`src/rtl/modsqr_iter_sequencer_pkg.sv`:
```
// Shared types for the VDF squaring sequencer: coefficient type, FSM state encoding
// and default vector geometry.
package modsqr_iter_sequencer_pkg;

    localparam int NUM_ELEMENTS_DEF = 10;
    localparam int BIT_LEN_DEF      = 17;

    typedef logic [BIT_LEN_DEF-1:0] coef_t;

    typedef enum logic [1:0] {
        ST_IDLE,
        ST_LAUNCH,
        ST_RUN,
        ST_DONE
    } seq_state_e;

endpackage

```
`src/rtl/modsqr_iter_sequencer_sat_counter.sv`:
```
// Saturating up-counter used as the no-progress watchdog; sat flags the all-ones value.
module modsqr_iter_sequencer_sat_counter #(
    parameter int W = 16
) (
    input  logic clk,
    input  logic rst_n,
    input  logic clear,
    input  logic inc,
    output logic sat
);

    logic [W-1:0] count;

    always_ff @(posedge clk) begin
        if (!rst_n)
            count <= '0;
        else if (clear)
            count <= '0;
        else if (inc && !sat)
            count <= count + W'(1);
    end

    assign sat = &count;

endmodule

```
`src/rtl/modsqr_iter_sequencer.sv`:
```
// Drives one VDF evaluation: seeds the modular squarer, counts T squarings and returns
// y = x^(2^T) over a valid/ready port, with abort and a no-progress watchdog.
module modsqr_iter_sequencer
    import modsqr_iter_sequencer_pkg::*;
#(
    parameter int NUM_ELEMENTS = NUM_ELEMENTS_DEF,
    parameter int BIT_LEN      = BIT_LEN_DEF,
    parameter int ITER_W       = 64,
    parameter int WDOG_W       = 16
) (
    input  logic                                  clk,
    input  logic                                  rst_n,
    input  logic                                  tbl_ready,
    input  logic                                  cmd_valid,
    output logic                                  cmd_ready,
    input  logic [ITER_W-1:0]                     cmd_iters,
    input  logic [NUM_ELEMENTS-1:0][BIT_LEN-1:0]  cmd_x,
    input  logic                                  abort,
    output logic                                  res_valid,
    input  logic                                  res_ready,
    output logic [NUM_ELEMENTS-1:0][BIT_LEN-1:0]  res_y,
    output logic [ITER_W-1:0]                     res_done_cnt,
    output logic                                  res_err,
    output logic                                  busy,
    output logic                                  sq_start,
    output logic [NUM_ELEMENTS-1:0][BIT_LEN-1:0]  sq_in,
    input  logic [NUM_ELEMENTS-1:0][BIT_LEN-1:0]  sq_out,
    input  logic                                  sq_valid
);

    seq_state_e        state;
    logic [ITER_W-1:0] iter_tgt;
    logic [ITER_W-1:0] cnt;
    logic [ITER_W-1:0] cnt_inc;
    logic              accept;
    logic              wdog_clr;
    logic              wdog_inc;
    logic              wdog_sat;

    assign accept   = (state == ST_IDLE) && cmd_valid && cmd_ready;
    assign cnt_inc  = cnt + ITER_W'(1);
    assign wdog_clr = accept || ((state == ST_RUN) && sq_valid);
    assign wdog_inc = (state == ST_RUN) && !sq_valid;

    modsqr_iter_sequencer_sat_counter #(.W(WDOG_W)) u_wdog (
        .clk   (clk),
        .rst_n (rst_n),
        .clear (wdog_clr),
        .inc   (wdog_inc),
        .sat   (wdog_sat)
    );

    always_ff @(posedge clk) begin
        if (!rst_n) begin
            state        <= ST_IDLE;
            cmd_ready    <= 1'b0;
            res_valid    <= 1'b0;
            res_err      <= 1'b0;
            busy         <= 1'b0;
            sq_start     <= 1'b0;
            sq_in        <= '0;
            res_y        <= '0;
            res_done_cnt <= '0;
            iter_tgt     <= '0;
            cnt          <= '0;
        end else begin
            sq_start <= 1'b0;
            case (state)
                ST_IDLE: begin
                    cmd_ready <= tbl_ready;
                    if (accept) begin
                        cmd_ready <= 1'b0;
                        busy      <= 1'b1;
                        sq_in     <= cmd_x;
                        iter_tgt  <= cmd_iters;
                        cnt       <= '0;
                        res_err   <= 1'b0;
                        if (cmd_iters == '0) begin
                            // Zero iterations: the seed is the answer, squarer untouched.
                            state        <= ST_DONE;
                            res_valid    <= 1'b1;
                            res_y        <= cmd_x;
                            res_done_cnt <= '0;
                        end else begin
                            state    <= ST_LAUNCH;
                            sq_start <= 1'b1;
                            res_y    <= '0;
                        end
                    end
                end
                ST_LAUNCH: begin
                    // Any sq_valid here is stale output from the previous job.
                    if (abort) begin
                        state     <= ST_IDLE;
                        busy      <= 1'b0;
                        cmd_ready <= tbl_ready;
                    end else begin
                        state <= ST_RUN;
                    end
                end
                ST_RUN: begin
                    if (abort) begin
                        state     <= ST_IDLE;
                        busy      <= 1'b0;
                        cmd_ready <= tbl_ready;
                    end else if (sq_valid) begin
                        cnt   <= cnt_inc;
                        res_y <= sq_out;
                        if (cnt_inc == iter_tgt) begin
                            state        <= ST_DONE;
                            res_valid    <= 1'b1;
                            res_done_cnt <= iter_tgt;
                            res_err      <= 1'b0;
                        end
                    end else if (wdog_sat) begin
                        state        <= ST_DONE;
                        res_valid    <= 1'b1;
                        res_done_cnt <= cnt;
                        res_err      <= 1'b1;
                    end
                end
                ST_DONE: begin
                    if (abort || res_ready) begin
                        state     <= ST_IDLE;
                        res_valid <= 1'b0;
                        busy      <= 1'b0;
                        cmd_ready <= tbl_ready;
                    end
                end
                default: state <= ST_IDLE;
            endcase
        end
    end

endmodule

```
`config.mk`:
```
export PLATFORM = sky130hd
export DESIGN_NAME = modsqr_iter_sequencer
export DESIGN_NICKNAME = d
export VERILOG_FILES = /design/src/rtl/modsqr_iter_sequencer_pkg.sv /design/src/rtl/modsqr_iter_sequencer_sat_counter.sv /design/src/rtl/modsqr_iter_sequencer.sv
export SDC_FILE = /design/constraint.sdc
export NUM_CORES = 1
export LEC_CHECK = 0
export CORE_AREA = 2 2 320 322
export DETAILED_ROUTE_END_ITERATION = 8
export DIE_AREA = 0 0 322 324
export MAX_ROUTING_LAYER = met4
export SLEW_MARGIN = 10
export SYNTH_ARGS = -nofsm -noshare
export SYNTH_HDL_FRONTEND = slang
export SYNTH_SLANG_ARGS = --single-unit
```
`constraint.sdc`:
```
create_clock -name clk -period 5.1 [get_ports clk]
set_clock_uncertainty 0.1 [all_clocks]
set_input_delay 0.765 -clock clk [delete_from_list [all_inputs] [get_ports clk]]
set_output_delay 0.765 -clock clk [all_outputs]
set_load 0.02 [all_outputs]
```
# --- Yosys cells after proc, flatten, opt, wreduce, memory -nomap -nowiden ---
# Cells that the tools add are included.
word_totals:
  reg_bits: 555
  output_inout_bits: 409
classes:
  n_addsub: 2
  eq_ne: 14
  mux: 46
  bitwise_logic: 1
  n_reduce_logical: 25
ops:
  columns: ["op", "count"]
  rows:
  - ["$mux W170", 4]
  - ["$mux W64", 9]
  - ["$pmux W170 S2", 1]
  - ["$pmux W64 S2", 2]
  - ["$add A64 B1 Y64 const B", 1]
  - ["$eq A64 B64 Y1", 1]
  - ["$logic_not A64 Y1", 1]
  - ["$mux W1", 17]
  - ["$add A16 B1 Y16 const B", 1]
  - ["$mux W2", 8]
  - ["$reduce_and A16 Y1", 1]
  - ["$pmux W1 S3", 3]
  - ["$ne A2 B2 Y1 const B", 4]
  - ["$ne A4 B3 Y1 const B", 2]
  - ["$pmux W2 S4", 1]
  - ["$reduce_and A4 Y1", 2]
  - ["$reduce_and A7 Y1", 1]
  - ["$ne A3 B2 Y1 const B", 2]
  - ["$reduce_and A3 Y1", 2]
  - ["$reduce_and A6 Y1", 1]
  - ["$logic_and A1 B1 Y1", 5]
  - ["$reduce_and A5 Y1", 1]
  - ["$eq A2 B2 Y1 const B", 2]
  - ["$ne A2 B1 Y1 const B", 2]
  - ["10 further kinds", 14]

# --- Longest topological paths before layout ---
logic_depth:
  depth_word: 6
  depth_mapped: 15
  ltp_nobuf: 11

# --- Cells and area by module ---
# A second synthesis with hierarchy kept.
hier_totals:
  hier_cells: 3018
  hier_area_um2: 24713.7
modules_own_cells:
  columns: ["mod", "n_inst", "cells_each", "area_per_inst_um2", "seq_area_each_um2"]
  rows:
  - ["modsqr_iter_sequencer", 1, 2918, 23860.4, 10790.3]
  - ["modsqr_iter_sequencer_sat_counter", 1, 100, 853.3, 320.3]

# --- Worst setup path after synthesis ---
# Ideal clock, no wire load.
synth_timing:
  path_kind: "register -> register"
  startpoint: "reg cnt[0]"
  endpoint: "reg res_done_cnt[62]"
  arrival_time_ns: 3.927
  required_ns: 4.882
  setup_slack_ns: 0.956
  path_stages_with_launch: 15
  path_buffers: 3
  cell_sequence: "dfxtp_1 ha_1 nand4_4 or3_1 buf_2 or4_4 or4_4 xnor2_2 a2111oi_1 nand4b_2 o311ai_2 a21boi_2 buf_6 buf_12 o2bb2ai_2"
synth_via:
  elab_chain_cells: 4
synth_rtl:
  columns: ["element", "line", "source"]
  rows:
  - ["start, declared", "modsqr_iter_sequencer.sv:33", "logic [ITER_W-1:0] cnt;"]
  - ["start signal, assigned", "modsqr_iter_sequencer.sv:107", "cnt <= cnt_inc;"]
  - ["$add A64 B1 Y64", "modsqr_iter_sequencer.sv:41", "assign cnt_inc = cnt + ITER_W'(1);"]
  - ["$eq A64 B64 Y1", "modsqr_iter_sequencer.sv:109", "if (cnt_inc == iter_tgt) begin"]
  - ["$ne A3 B2 Y1 (no line)", null, null]
  - ["$reduce_and A6 Y1 (no line)", null, null]
  - ["end signal, assigned", "modsqr_iter_sequencer.sv:112", "res_done_cnt <= iter_tgt;"]
  - ["end signal, assigned", "modsqr_iter_sequencer.sv:118", "res_done_cnt <= cnt;"]
  - ["end, declared", "modsqr_iter_sequencer.sv:22", "output logic [ITER_W-1:0] res_done_cnt,"]
# No other way between the ends.
# A chain may end at the register's enable or synchronous reset.

# --- Worst setup path after layout ---
layout_timing:
  startpoint: "reg cnt[0]"
  endpoint: "reg res_done_cnt[60]"
# Same word-level chain as after synthesis.

==> flow_summary.toml <==
[drt]
dr.first_iter.drc_count = 2588
drcViolationCount = 0
finalWirelength_um = 133000
drtPass1Iterations = 5
drt.antenna.violating_nets = 0
vias = 26400
viasPerCell = 5.19
routedWlPerCell_um = 26.1

[floorplanning]
die_h_um = 324
die_w_um = 322
core_area_um2 = 101000
num_rows = 117
io_pins = 820
start_util = 0.262
die_area_um2 = 104000

[layout]
final_common_cell = "clkdlybuf4s50_1"
fillers = 10400
syn_to_final_growth_pct = 43.7
post-route-util = 0.377
drive_gt1_frac = 0.0677
fin_area_um2 = 38100
final_cell_mix = "817 x clkdlybuf4s50_1, 568 x nand2_1, 555 x dfxtp_1"
final_nets = 4115
instances_no_fill = 5082

[yosys]
avgSynthCellArea_um2 = 8.74
synth_area_um2 = 26500
ys_ff_latch = 555
yosysWarnings = 0
synth-xor-area-share = 0.0356
synth_simple_gate_area_frac = 0.260
synth_nets = 3452
synthCells = 3034
ys_types = 80
synthAdderAreaFrac = 0.00330
synth_top_family_by_area = "simple AND/OR/NAND/NOR gates"
synthFlopType = "dfxtp_1"
synth_compound_area_frac = 0.206
async_flop_share = 0
muxShareOfSynthArea = 0.0276
seq_area_frac_synth = 0.419
synth_edf_count = 0

[global_routing]
grt_start_max_net_pins = 193
grt_pass1_wl_um = 183000
grt_pass1_vias = 24700
met2_usage = 0.384
busiest_layer = "met2"
gr-usage-met3 = 0.0726
grt_use_met1 = 0.310
antenna_found_initial = 48
grtUsageTotal = 0.249
gr-total-overflow = 0

[clock_network]
root_buffer = "clkbuf_16"
cts_hold_buf = 0
numCtsBuffers = 71
cts_max_path_buffers = 3
clkSinkCount = 555
cts_tree = "done"
postCtsResizedCells = 0
postCtsSetupBuffers = 0
clk_pin_slew_worst_paths_ns = 0.05
clk_latency_ns = 0.65
htreeDepth = 3

[placement]
dp_cells = 4933
portBuffers = 819
gp_congestion = 0.938
hpwl_um = 98100
place_area_um2 = 35700
pre_cts_ws_ns = 0.421

[setup_path]
crit_type = "flip-flop to flip-flop"
endpoint = "res_done_cnt[60]"
slowest_stage = "or4_4"
cp_cell_sequence = "ha_1, nand4_4, or3_1, or4_4, or4_4, xnor2_2, a2111oi_1, nand4b_2, nor3_2, o2111ai_4, buf_4, o2bb2ai_2"
crit_top_cell = "or4_4"
critPathTopFamily = "simple AND/OR/NAND/NOR gates"
max_stage_delay_ns = 0.56
critPathBufInv = 1
worstPathRequired_ns = 5.54
reg2reg_depth = 12
cp-end-kind = "flip-flop"
crit_path_start_kind = "flip-flop"
critPathLaunch = "cnt[0]"
r2r_start = "cnt[0]"
rrSetupSlack_ns = 0.41
crit_cells = 12
cp.arrival_ns = 5.13
r2r_end = "res_done_cnt[60]"
worstPathMaxFanout = 40

[timing]
whs_ns = 0.363
tns_ns = 0
layout_setup_ws_ns = 0.409
setup_viol = 0
fin_crit_sh = 0.920
slew_headroom = 0.305
max_freq_mhz = 213
hold_viol = 0
worst_pin_slew_ns = 1.04
drv_slew = 0
period_minus_slack_ns = 4.69
rsz0062_at_grt = "no"

[power_and_ir_drop]
totalPowerFinal_mw = 13.1
p_clk_frac = 0.396
p_sw_mw = 4.30
internal_power_mw = 8.75
powerDensity_nw_per_um2 = 343
seqPwrFrac = 0.361
power_switching_share = 0.330
p_comb_frac = 0.243
max-vdd-ir-drop_mv = 0.311
leakage_nw = 13.3

[job]
max_cap_violations = 0

[hold_path]
hp-class = "flip-flop to flip-flop"

[status]
status = "finished clean"
cell usage after synthesis (all sizes together) (56+ instances only):
| cell type | n | area, µm² |
|---|---|---|
| nand4 | 57 | 384 |
| and3 | 193 | 1210 |
| dfxtp | 555 | 11100 |
| nor3 | 74 | 402 |
| a21oi | 61 | 309 |
| mux2i | 73 | 731 |
| o2bb2ai | 64 | 936 |
| nor2b | 215 | 1350 |
| a221oi | 171 | 1500 |
| a21boi | 249 | 1870 |
| nor2 | 57 | 214 |
| buf | 56 | 407 |
| nand2 | 568 | 2130 |
| clkbuf | 223 | 840 |
state kept, by name, indices dropped and copies added, names as in the netlist, 2 cells and up:
register,count
res_y,170
sq_in,170
cnt,64
iter_tgt,64
res_done_cnt,64
u_wdog.count,16
state,2
tightest hold or removal path, stage by stage, from the launching register on:
cell and delay [ns]:
dfxtp_1 0.30, nand2_1 0.04, a21boi_0 0.06
kinds of logic after synthesis:
kind of cell / after synthesis
AND/OR/NAND/NOR: 1344
AO/OA/AOI/OAI: 660
flip-flops: 555
buffers and inverters: 288
XOR/XNOR: 107
multiplexers: 73
adder cells (fa/ha/maj): 7
area by class of cell:
| class | instances | area [µm²] | area share |
|---|---|---|---|
| Clock inverter | 21 | 290 | 0.00762 |
| Tap cell | 1309 | 1640 | 0.0430 |
| Sequential cell | 555 | 11100 | 0.292 |
| Antenna cell | 21 | 52.6 | 0.00138 |
| Clock buffer | 107 | 2080 | 0.0547 |
| Multi-Input combinational cell | 2191 | 14200 | 0.372 |
| Inverter | 9 | 33.8 | 0.000887 |
| Timing Repair Buffer | 869 | 8700 | 0.228 |
power groups by stage:
| stage | Clock, mW | Sequential, mW | Combinational (mW) |
|---|---|---|---|
| 5_1_grt | 5.44 | 4.74 | 3.37 |
| 6_report | 5.17 | 4.71 | 3.17 |
| 3_3_place_gp | 0 | 4.79 | 3.14 |
| 4_1_cts | 5.28 | 4.71 | 3.15 |
| 2_1_floorplan | 0 | 4.97 | 1.49 |
| 3_5_place_dp | 0 | 4.80 | 3.14 |
worst min-delay path by stage:
| stage | from | endpoint | slack [ns] | depth (start not counted) |
|---|---|---|---|---|
| floorplan | u_wdog.count[5] | u_wdog.count[5] | 0.35 | 2 |
| global placement | sq_in[154] | sq_in[154] | 0.35 | 2 |
| detailed placement | res_done_cnt[0] | res_done_cnt[0] | 0.35 | 1 |
| CTS | sq_in[140] | sq_in[140] | 0.36 | 2 |
| global route | sq_in[97] | sq_in[97] | 0.38 | 2 |
| finish | sq_in[36] | sq_in[36] | 0.36 | 2 |
layer usage:
| metal | wire [µm] | vias to the layer above |
|---|---|---|
| met2 | 60900 | 1144 |
| met5 | 0 | - |
| met4 | 4710 | 0 |
| li1 | - | 12200 |
| met1 | 55400 | 12800 |
| met3 | 11400 | 233 |
No activity file was read; power rests on OpenSTA's default activity.
